$ cat src/rtl/cursor_matriz.sv
// Cursor-position controller for a COLS x ROWS LED/VGA matrix driven by four asynchronous buttons.
// Define CURSOR_REPEAT_EN to build the hold-to-repeat FSM (IDLE/HOLD/REPEAT); otherwise one move per press.

module cursor_matriz #(
  parameter int COLS         = 8,
  parameter int ROWS         = 8,
  parameter int X_W          = $clog2(COLS),
  parameter int Y_W          = $clog2(ROWS),
  parameter int HOME_X       = 0,
  parameter int HOME_Y       = 0,
  parameter int WRAP         = 0,
  parameter int SYNC_STAGES  = 2,
  parameter int REPEAT_DELAY = 25_000_000,
  parameter int REPEAT_RATE  = 5_000_000
) (
  input  logic           clk,
  input  logic           reset,
  input  logic           arriba,
  input  logic           abajo,
  input  logic           derecha,
  input  logic           izquierda,
  input  logic           centrar,
  output logic [X_W-1:0] pos_x,
  output logic [Y_W-1:0] pos_y,
  output logic           moved,
  output logic           blocked
);

  if (COLS < 2 || ROWS < 2 || SYNC_STAGES < 2 || HOME_X < 0 || HOME_Y < 0 ||
      HOME_X >= COLS || HOME_Y >= ROWS || REPEAT_DELAY < 1 || REPEAT_RATE < 1) begin : g_param_check
    $error("cursor_matriz: invalid parameter combination");
  end

  typedef enum logic [1:0] {DIR_UP, DIR_DOWN, DIR_RIGHT, DIR_LEFT} dir_t;

  localparam logic [X_W-1:0] MAX_X  = X_W'(COLS - 1);
  localparam logic [Y_W-1:0] MAX_Y  = Y_W'(ROWS - 1);
  localparam logic [X_W-1:0] HOME_XV = X_W'(HOME_X);
  localparam logic [Y_W-1:0] HOME_YV = Y_W'(HOME_Y);

  logic [3:0]             raw;
  logic [3:0]             sync_q [SYNC_STAGES];
  logic [SYNC_STAGES-1:0] primed;
  logic [3:0]             btn;
  logic [3:0]             hist;
  logic [3:0]             press;
  logic                   press_any;
  dir_t                   press_dir;

  assign raw = {izquierda, derecha, abajo, arriba};
  assign btn = sync_q[SYNC_STAGES-1];

  // History holds at 1 until the chain carries a post-reset sample, so a button held through reset is not a press.
  always_ff @(posedge clk or negedge reset) begin
    if (!reset) begin
      for (int i = 0; i < SYNC_STAGES; i++) sync_q[i] <= '0;
      primed <= '0;
      hist   <= '1;
    end else begin
      sync_q[0] <= raw;
      for (int i = 1; i < SYNC_STAGES; i++) sync_q[i] <= sync_q[i-1];
      primed <= {primed[SYNC_STAGES-2:0], 1'b1};
      hist   <= primed[SYNC_STAGES-1] ? btn : '1;
    end
  end

  always_comb begin
    press     = btn & ~hist;
    press_any = |press;
    if (press[1])      press_dir = DIR_DOWN;
    else if (press[0]) press_dir = DIR_UP;
    else if (press[2]) press_dir = DIR_RIGHT;
    else               press_dir = DIR_LEFT;
  end

  logic do_home;
  logic do_step;
  dir_t step_dir;

`ifdef CURSOR_REPEAT_EN
  localparam int CNT_MAX = (REPEAT_DELAY > REPEAT_RATE) ? REPEAT_DELAY : REPEAT_RATE;
  localparam int CNT_W   = $clog2(CNT_MAX + 1);

  typedef enum logic [1:0] {IDLE, HOLD, REPEAT} state_t;

  state_t           state, state_nxt;
  dir_t             track, track_nxt;
  logic [CNT_W-1:0] cnt, cnt_nxt;

  always_ff @(posedge clk or negedge reset) begin
    if (!reset) begin
      state <= IDLE;
      track <= DIR_UP;
      cnt   <= '0;
    end else begin
      state <= state_nxt;
      track <= track_nxt;
      cnt   <= cnt_nxt;
    end
  end

  // A fresh press always restarts the hold timer on the new button, whatever was being tracked.
  always_comb begin
    state_nxt = state;
    track_nxt = track;
    cnt_nxt   = cnt;
    do_home   = 1'b0;
    do_step   = 1'b0;
    step_dir  = track;
    if (centrar) begin
      do_home   = 1'b1;
      state_nxt = IDLE;
    end else if (press_any) begin
      do_step   = 1'b1;
      step_dir  = press_dir;
      track_nxt = press_dir;
      state_nxt = HOLD;
      cnt_nxt   = CNT_W'(REPEAT_DELAY - 1);
    end else if (state != IDLE) begin
      if (!btn[track]) begin
        state_nxt = IDLE;
      end else if (cnt == '0) begin
        do_step   = 1'b1;
        state_nxt = REPEAT;
        cnt_nxt   = CNT_W'(REPEAT_RATE - 1);
      end else begin
        cnt_nxt = cnt - 1'b1;
      end
    end
  end
`else
  always_comb begin
    do_home  = centrar;
    do_step  = !centrar && press_any;
    step_dir = press_dir;
  end
`endif

  logic [X_W-1:0] step_x;
  logic [Y_W-1:0] step_y;
  logic           step_edge;

  always_comb begin
    step_x    = pos_x;
    step_y    = pos_y;
    step_edge = 1'b0;
    case (step_dir)
      DIR_UP: begin
        if (pos_y == MAX_Y) begin
          step_edge = 1'b1;
          step_y    = '0;
        end else begin
          step_y = pos_y + 1'b1;
        end
      end
      DIR_DOWN: begin
        if (pos_y == '0) begin
          step_edge = 1'b1;
          step_y    = MAX_Y;
        end else begin
          step_y = pos_y - 1'b1;
        end
      end
      DIR_RIGHT: begin
        if (pos_x == MAX_X) begin
          step_edge = 1'b1;
          step_x    = '0;
        end else begin
          step_x = pos_x + 1'b1;
        end
      end
      DIR_LEFT: begin
        if (pos_x == '0) begin
          step_edge = 1'b1;
          step_x    = MAX_X;
        end else begin
          step_x = pos_x - 1'b1;
        end
      end
      default: ;
    endcase
  end

  logic [X_W-1:0] next_x;
  logic [Y_W-1:0] next_y;
  logic           next_moved;
  logic           next_blocked;

  always_comb begin
    next_x       = pos_x;
    next_y       = pos_y;
    next_moved   = 1'b0;
    next_blocked = 1'b0;
    if (do_home) begin
      next_x     = HOME_XV;
      next_y     = HOME_YV;
      next_moved = (pos_x != HOME_XV) || (pos_y != HOME_YV);
    end else if (do_step) begin
      if (step_edge && (WRAP == 0)) begin
        next_blocked = 1'b1;
      end else begin
        next_x     = step_x;
        next_y     = step_y;
        next_moved = 1'b1;
      end
    end
  end

  always_ff @(posedge clk or negedge reset) begin
    if (!reset) begin
      pos_x   <= HOME_XV;
      pos_y   <= HOME_YV;
      moved   <= 1'b0;
      blocked <= 1'b0;
    end else begin
      pos_x   <= next_x;
      pos_y   <= next_y;
      moved   <= next_moved;
      blocked <= next_blocked;
    end
  end

endmodule

$ cat config.mk
export PLATFORM = sky130hd
export DESIGN_NAME = cursor_matriz
export DESIGN_NICKNAME = d
export VERILOG_FILES = /design/src/rtl/cursor_matriz.sv
export SDC_FILE = /design/constraint.sdc
export NUM_CORES = 1
export LEC_CHECK = 0
export CORE_MARGIN = 1.5
export CORE_UTILIZATION = 50
export CTS_BUF_LIST = sky130_fd_sc_hd__clkbuf_2
export DETAILED_ROUTE_END_ITERATION = 6
export PLACE_DENSITY_LB_ADDON = 0.05
export REMOVE_ABC_BUFFERS = 1
export SLEW_MARGIN = 25
export SYNTH_ARGS = -nofsm -noshare
export SYNTH_HDL_FRONTEND = slang
export SYNTH_SLANG_ARGS = --single-unit
$ cat constraint.sdc
create_clock -name clk -period 1.95 [get_ports clk]
set_input_delay 0.2925 -clock clk [delete_from_list [all_inputs] [get_ports clk]]
set_output_delay 0.2925 -clock clk [all_outputs]
set_load 0.03 [all_outputs]
==> impl_results.md, run 1 <==
- Die W: 48.8 um
- Antenna cell count: 0
- Residual DRC: 0
- Initial antenna violation count: 0
- CTS sink count: 22
- Synth Instances: 88
- H-tree levels: 1
- Largest net degree at the start of global routing: 23
- Most area-consuming cells after synthesis: dfrtp_1 43%, dfstp_2 10%, ha_1 9.5%, nand2b_1 4.2%, a211oi_1 3.6%
- Sequential cell fraction of total power: 55.3%
- GPL Wtd Cong: 0.861
- Crit path DAT: 2030 ps
- Cts hold-fix bufs: 0
- Nature of the critical path startpoint: flip-flop
- Vias/cell: 5.13
- Yosys warning total: 0
- CTS buffer count: 3
- CP Cell Sequence: ha_1, ha_1, or3b_4, mux2i_4, nor2_1, a211oi_1
- Routed Antenna Nets: 0
- CTS tree: built
- Post-synth top cells: 18 x dfrtp_1, 8 x ha_1, 8 x nor2_1, 7 x nand2b_1, 6 x a21oi_1
- Net Sw Frac: 30.3%
- Total wire length: 1650 um
- Top cell type by total area after synthesis: dfrtp_1
- First-pass GRT wire length: 3080 um
- Sequential area share after synthesis: 52.9%
- Max_cap viols: 0
- Fraction of layout cells with a size suffix above 1: 16.7%
- Clk pwr share: 18.4%
- #FFs+latches synth: 22
- Internal Power: 0.000651 W
- Final non-filler cell total: 135
- Post-layout min period: 1810 ps
- Fin. Hold Viols: 0
- Fillcell total: 180
- Top_reg_cell synth: dfrtp_1
- Max Transition Viols Final: 0
- IO Count: 15
- CTS resizes: 0
- Setup Skew: 13.9 ps
- Fmax: 554 MHz
- Post-synthesis cell area: 1050 um^2
- Placed cells: 128
- Final setup viols: 0
- Synth cell types: 31
- Crit. End Element: flip-flop
- P_sw: 0.000283 W
- Vias in the first global route: 713
- Logic pwr share: 26.3%
- 1st-iter DRT viols: 4
- Starting density of the core: 53.6%
- Clk buf depth: 2
- Leak: 0.548 nW
- P&R area growth vs syn: 20.4%
- Vias: 693
- DP Wirelength: 1250 um
- Post-route setup TNS: 0 ps
- Crit-path slowest cell: dfrtp_1
- Wire per inst: 12.2 um
- Status: completed
- Worst setup path class: reg -> reg
- Root Driver: clkbuf_2
- Post-CTS Setup Inserts: 0
- Slowest stage delay, CP: 450 ps
- Global-route usage over all layers: 16.6%
- Most used cell along the critical path: ha_1
- Nets: 124
- Synth Area per Inst: 11.9 um^2
- Cell Pwr Density: 738 nW/um^2
- Grt total ovfl: 0
- Worst skew pair latency: 310 ps
- Height of the die: 48.8 um
- CTS clk-pin slew, worst paths: 200 ps
- Placeable Area: 1960 um^2
- Die area: 2390 um^2
- DR pass1 iterations: 2
- Cell with the most instances after synthesis: dfrtp_1
- Asr flop ratio synth: 100%
- Number of synthesized flops with an enable pin: 0
- Crit-path max FO: 5
- # rows: 16
- Layout Utilization: 64.5%
- Worst path required time: 2180 ps
- Port buffer count: 14
- Max VDD drop: 0.000431 V
- Hold Path Class: in -> async
- Final period util: 92.6%
- Post-synth top area share: 42.9%
==> per-stage QoR <==
step,area (um^2),hold WS (ps),power (W),setup slack [ps]
floorplan,1040,-3.09,0.000678,96.1
global placement,1220,332,0.000760,213
detailed placement,1220,343,0.000765,173
CTS,1240,264,0.000942,132
global route,1260,275,0.000998,-2.86
finish,1260,282,0.000934,144
==> kinds of logic (layout without fill, tap and decap cells) <==
family / after synthesis / after routing / synth area share, %
buffers and inverters: 6 / 26 / 2.26
and+or+nand+nor: 27 / 27 / 16.2
adders and majority gates: 8 / 8 / 9.52
other: 1 / 1 / 0.357
xor gates and xnor gates: 3 / 3 / 2.50
DFF: 22 / 22 / 52.9
AOI/OAI and AO/OA: 19 / 19 / 13.2
muxes: 2 / 2 / 3.10
==> power groups by stage <==
| stage | registers, W | logic, W | clock network (W) |
|---|---|---|---|
| after floorplan | 0.000559 | 0.000119 | 0 |
| after global placement | 0.000524 | 0.000237 | 0 |
| after detailed placement | 0.000526 | 0.000239 | 0 |
| after CTS | 0.000518 | 0.000240 | 0.000184 |
| after global routing | 0.000523 | 0.000275 | 0.000200 |
| final | 0.000516 | 0.000246 | 0.000172 |
==> flip-flops by register name, indices dropped and copies added, names as in the netlist <==
signal,flops
pos_y,3
btn,4
hist,4
moved,1
blocked,1
sync_q,4
primed,2
pos_x,3
==> cell usage in the layout (no fill, tap or decap), drive strengths merged, types with 2 or more instances in the layout <==
cell type / instances
a21oi: 6
nand2b: 7
nor2b: 4
nor2: 8
xnor2: 3
ha: 8
clkbuf: 3
buf: 4
a211oi: 6
mux2i: 2
dfrtp: 18
dfstp: 4
nor3: 3
clkdlybuf4s50: 14
inv: 4
==> per-layer routing <==
| layer | routed length (um) | vias up | track usage [%] | part of all wire, % |
|---|---|---|---|---|
| li1 | - | 346 | - | - |
| met1 | 799 | 335 | 23.3 | 48 |
| met2 | 790 | 10 | 26.5 | 48 |
| met3 | 48 | 2 | 2.15 | 2.9 |
| met4 | 13 | 0 | 6.19 | 0.79 |
| met5 | 0 | - | 0 | 0 |
==> path summary, 6_finish.rpt <==
check,start,end,slack [ps],cells after the start
worst max-delay path,pos_y[0]$_DFFE_PN0P_,pos_y[1]$_DFFE_PN0P_,140,6
max in group asynchronous,reset,hist[1]$_DFF_PN1_,1380,2
worst min register to register,sync_q[4]$_DFF_PN0_,btn[0]$_DFF_PN0_,380,0
min in group clk,sync_q[4]$_DFF_PN0_,btn[0]$_DFF_PN0_,380,0
worst max register to register,pos_y[0]$_DFFE_PN0P_,pos_y[1]$_DFFE_PN0P_,140,6
worst min-delay path,reset,moved$_DFF_PN0_,280,2
==> layout make-up <==
cell class                 count  area [um^2]  area share (%)
clock buffer                   3         15.0            1.19
clock inverter                 1         3.75           0.297
inverter                       4         15.0            1.19
multi-input combinational     60          472            37.3
sequential                    22          556            43.9
tap                           27         33.8            2.67
timing repair buffer          18          170            13.5
==> critical path: cells and delay by family (launching register included) <==
kind,cells,cell delay [ps]
mux,1,210
fa+ha+maj,2,390
compound gates,1,200
simple gates,2,480
flops,1,450
Note: power is estimated with default switching activity, not from simulation.
==> run 2, diff against run 1 <==
- PLACE_DENSITY_LB_ADDON: 0.05 -> 0.08
- REMOVE_ABC_BUFFERS: 1 -> unset
==> run 2 against run 1 <==
  * Cell area barely moved
  * First-iteration DRC count shrank 25%
  * Critical path depth did not move
  * Combinational power about the same
  * Register-to-register slack better by 20 ps
  * Wire length fell by 2.4%
  * Worst setup slack better by 21 ps
  * Non-clock buffer count shrank 1
  * Clock power is 2% higher
  * Sequential power barely moved
  * Worst hold slack better by 25 ps
  * Sequential share of layout area about the same
==> impl_results.md, run 2 (same netlist as run 1, synthesis figures left out) <==
- Status: completed
- First-pass GRT wire length: 2840 um
- Nets: 123
- Height of the die: 48.8 um
- Syn Nets: 103
- RSZ-0062 raised after global routing: no
- Starting density of the core: 53.6%
- Residual DRC: 0
- Grt total ovfl: 0
- DR pass1 iterations: 4
- Leak: 0.546 nW
- # rows: 16
- Layout Utilization: 64.4%
- Final period util: 91.5%
- CTS sink count: 22
- P&R area growth vs syn: 20.2%
- Routed Antenna Nets: 0
- Crit-path max FO: 4
- Hold Path Class: in -> async
- Initial antenna violation count: 0
- Vias/cell: 5.22
- Total wire length: 1610 um
- CTS buffer count: 3
- Worst path required time: 2180 ps
- Post-layout min period: 1780 ps
- Global routing met3 resource utilization: 2.15%
- Die W: 48.8 um
- Cell Pwr Density: 744 nW/um^2
- Max Transition Viols Final: 0
- DP Wirelength: 1180 um
- Clk buf depth: 2
- Commonest non-fill, non-tap cell in the layout: dfrtp_1
- Placeable Area: 1960 um^2
- Most frequent cells in the layout: 18 x dfrtp_1, 14 x clkdlybuf4s50_1, 8 x nor2_1, 8 x ha_1, 7 x nand2b_1
- Crit path DAT: 2020 ps
- Global-route usage over all layers: 15.4%
- M1 GR Usage: 22.6%
- CTS tree: built
- Vias in the first global route: 640
- GR peak layer: met2
- Fin. Hold Viols: 0
- Root Driver: clkbuf_2
- Worst setup path class: reg -> reg
- Largest net degree at the start of global routing: 23
- Post-route setup TNS: 0 ps
- Crit. End Element: flip-flop
- Placed cells: 128
- Max VDD drop: 0.000585 V
- H-tree levels: 1
- Vias: 699
- Wire per inst: 12.0 um
- Fmax: 560 MHz
- 1st-iter DRT viols: 3
- Worst skew pair latency: 300 ps
- Fraction of layout cells with a size suffix above 1: 17.8%
- Antenna cell count: 0
- Nature of the critical path startpoint: flip-flop
- Worst reg-to-reg setup slack: 170 ps
- IO Count: 15
- GPL Wtd Cong: 0.861
- Max_cap viols: 0
- Die area: 2390 um^2
- Setup Skew: 9.51 ps
- Final non-filler cell total: 134
- CTS clk-pin slew, worst paths: 190 ps
- Port buffer count: 14
- Final setup viols: 0
- Grt met2 use: 22.8%
[run 2: cell count changes in the layout (fill, tap and decap cells not counted)]
cell,delta
a211oi_1,-1
a211oi_2,+1
buf_4,-1
clkbuf_2,+1
clkinv_1,-1
[run 2: worst max-delay path: stages, from the launching register on]
cell and delay, ps:
dfrtp_1 460, ha_1 210, ha_1 180, or3b_4 410, mux2i_4 200, nor2_1 60
a211oi_1 200
[run 2: area by class of cell]
class / count / area [um^2]
Fill cell: 178 / 698
Sequential cell: 22 / 556
Multi-Input combinational cell: 60 / 477
Timing Repair Buffer: 17 / 163
Tap cell: 27 / 33.8
Clock buffer: 4 / 20.0
Inverter: 4 / 15.0
[run 2: worst paths after layout]
check | startpoint | end | cells after the start
min in group clk | primed[0]$_DFF_PN0_ | primed[1]$_DFF_PN0_ | 0
worst min register to register | primed[0]$_DFF_PN0_ | primed[1]$_DFF_PN0_ | 0
worst max-delay path | pos_y[0]$_DFFE_PN0P_ | pos_y[1]$_DFFE_PN0P_ | 6
worst min-delay path | reset | pos_y[1]$_DFFE_PN0P_ | 2
worst max register to register | pos_y[0]$_DFFE_PN0P_ | pos_y[1]$_DFFE_PN0P_ | 6
max in group asynchronous | reset | hist[3]$_DFF_PN1_ | 2
[run 2: power by group]
part | internal, W | total, W | switching, W | leakage, nW
clock | 0.0000544 | 0.000176 | 0.000122 | 0.0166
sequential | 0.000493 | 0.000517 | 0.0000241 | 0.265
combinational | 0.000113 | 0.000247 | 0.000134 | 0.265
total | 0.000660 | 0.000940 | 0.000280 | 0.546
[run 2: metrics by stage]
stage               worst slack (ps)  power (W)  area (um^2)  hold slack (ps)
floorplan                       96.4   0.000680         1050            -3.09
global placement                 218   0.000760         1220              333
detailed placement               169   0.000765         1220              339
CTS                              120   0.000948         1240              287
global route                    37.4    0.00101         1260              296
finish                           165   0.000940         1260              306
[run 2: repair_timing]
action,4_1_cts,5_1_grt
buffers inserted,0,2
endpoints found under the setup margin,0,1
resized for setup,0,1
hold buffers,0,0
[run 2: per-layer routing]
metal | vias up | wire, um
li1 | 347 | -
met1 | 334 | 812
met5 | - | 0
met2 | 16 | 719
met3 | 2 | 67
met4 | 0 | 13
==> run 3, diff against run 2 <==
- CTS_BUF_LIST: sky130_fd_sc_hd__clkbuf_2 -> sky130_fd_sc_hd__clkbuf_8
- GPL_TIMING_DRIVEN: unset -> 0
==> run 3 against run 2 <==
  * Die area is the same
  * The run now ends with negative hold slack left
  * Cell area is essentially flat
  * Wire length grew 5.0%
  * Global-route usage grew 1.5 points
  * Non-clock buffer count shrank 2
==> impl_results.md, run 3 (same netlist as run 1, synthesis figures left out) <==
- DP Wirelength: 1210 um
- Max Used Layer: met4
- Initial antenna violation count: 0
- Nets: 121
- DP Area: 1210 um^2
- Starting density of the core: 53.6%
- Pre-CTS setup slack: 153 ps
- Routed Antenna Nets: 0
- Port buffer count: 13
- CTS resizes: 0
- Routed wl met2: 789 um
- Fin. Hold Viols: 18
- Vias/cell: 5.22
- CTS buffer count: 3
- Most frequent cells in the layout: 18 x dfrtp_1, 12 x clkdlybuf4s50_1, 8 x nor2_1, 8 x ha_1, 7 x nand2b_1
- Root Driver: clkbuf_8
- Die W: 48.8 um
- Vias: 689
- Placeable Area: 1960 um^2
- Final setup viols: 0
- GPL Wtd Cong: 0.803
- Wire per inst: 12.8 um
- Worst setup path class: reg -> reg
- H-tree levels: 1
- Hold WS: -28.8 ps
- Worst reg-to-reg setup slack: 150 ps
- Cell Pwr Density: 847 nW/um^2
- Failing checks: negative hold slack
- WL met1: 802 um
- Crit. End Element: flip-flop
- Cts hold-fix bufs: 0
- Reg-to-Reg End: pos_y[2]$_DFFE_PN0P_
- Vias in the first global route: 688
- DR WL met3: 53 um
- Height of the die: 48.8 um
- Clk buf depth: 2
- Largest net degree at the start of global routing: 23
- Hold Path Class: in -> async
- Total wire length: 1690 um
- Grt total ovfl: 0
- Nature of the critical path startpoint: flip-flop
- Max VDD drop: 0.000617 V
- Worst skew pair latency: 260 ps
- CTS tree: built
- Antenna cell count: 0
- RSZ-0062 raised after global routing: no
- Commonest non-fill, non-tap cell in the layout: dfrtp_1
- DR pass1 iterations: 4
- Fraction of layout cells with a size suffix above 1: 16.2%
- Worst path required time: 2120 ps
- 1st-iter DRT viols: 5
- Max_cap viols: 0
- Max Transition Viols Final: 0
- Crit-path max FO: 5
- Setup Skew: 2.58 ps
- P&R area growth vs syn: 20.4%
- Status: finished, violations left
- Residual DRC: 0
- Syn Nets: 103
- Cells on worst reg2reg path: 6
- # rows: 16
- Crit path DAT: 1970 ps
- Fmax: 555 MHz
- Worst R2R Start: pos_y[0]$_DFFE_PN0P_
- CTS clk-pin slew, worst paths: 70 ps
- Post-CTS Setup Inserts: 0
- Global-route usage over all layers: 16.9%
- First-pass GRT wire length: 2990 um
- IO Count: 15
- Design area: 1260 um^2
- Die area: 2390 um^2
- Leak: 0.542 nW
- CTS sink count: 22
- Final WS setup: 147 ps
- Final period util: 92.5%
- Post-layout min period: 1800 ps
- Post-route setup TNS: 0 ps
## run 3: changes by cell type in the layout (fill, tap and decap cells not counted)
cell             change
a211oi_1             +1
a211oi_2             -1
buf_1                +1
buf_2                +2
buf_4                -3
clkbuf_2             -4
clkbuf_8             +4
clkdlybuf4s50_1      -2
## run 3: final cells by class
class / count / area [um^2]
Fill cell: 168 / 697
Sequential cell: 22 / 556
Multi-Input combinational cell: 60 / 472
Timing Repair Buffer: 13 / 125
Clock buffer: 4 / 55.1
Tap cell: 27 / 33.8
Inverter: 4 / 15.0
Buffer: 2 / 8.76
## run 3: per-layer routing
| layer | global-route usage, % | vias to the layer above |
|---|---|---|
| li1 | - | 340 |
| met1 | 21.7 | 331 |
| met2 | 26.7 | 13 |
| met3 | 3.07 | 5 |
| met4 | 10.0 | 0 |
| met5 | 0 | - |
## run 3: worst max path at each step
stage	from	depth (start not counted)	to	slack [ps]
global placement	pos_y[0]$_DFFE_PN0P_	6	pos_y[2]$_DFFE_PN0P_	170
CTS	pos_y[0]$_DFFE_PN0P_	6	pos_y[1]$_DFFE_PN0P_	130
global route	pos_y[0]$_DFFE_PN0P_	6	pos_y[1]$_DFFE_PN0P_	60
finish	pos_y[0]$_DFFE_PN0P_	6	pos_y[2]$_DFFE_PN0P_	150
floorplan	pos_y[0]$_DFFE_PN0P_	6	pos_y[2]$_DFFE_PN0P_	100
detailed placement	pos_y[0]$_DFFE_PN0P_	6	pos_y[1]$_DFFE_PN0P_	150
## run 3: per-stage QoR
stage / utilization, % / std cells / power, W
floorplan: - / 88 / 0.000680
global placement: 61.9 / 128 / 0.000756
detailed placement: 61.9 / 128 / 0.000763
CTS: 64.7 / 132 / 0.00109
global route: 64.5 / 132 / 0.00114
finish: 64.5 / 132 / 0.00107
## run 3: report_power, final
| group | switching, W | internal [W] |
|---|---|---|
| registers | 0.0000244 | 0.000493 |
| logic | 0.000131 | 0.000105 |
| clock network | 0.000139 | 0.000180 |
| total | 0.000295 | 0.000777 |
## run 3: critical path: stages, from the launching register on
cell      delay, ps
dfrtp_1         420
ha_1            220
ha_1            180
or3b_4          410
mux2i_4         210
nor2_1           60
a211oi_1        200
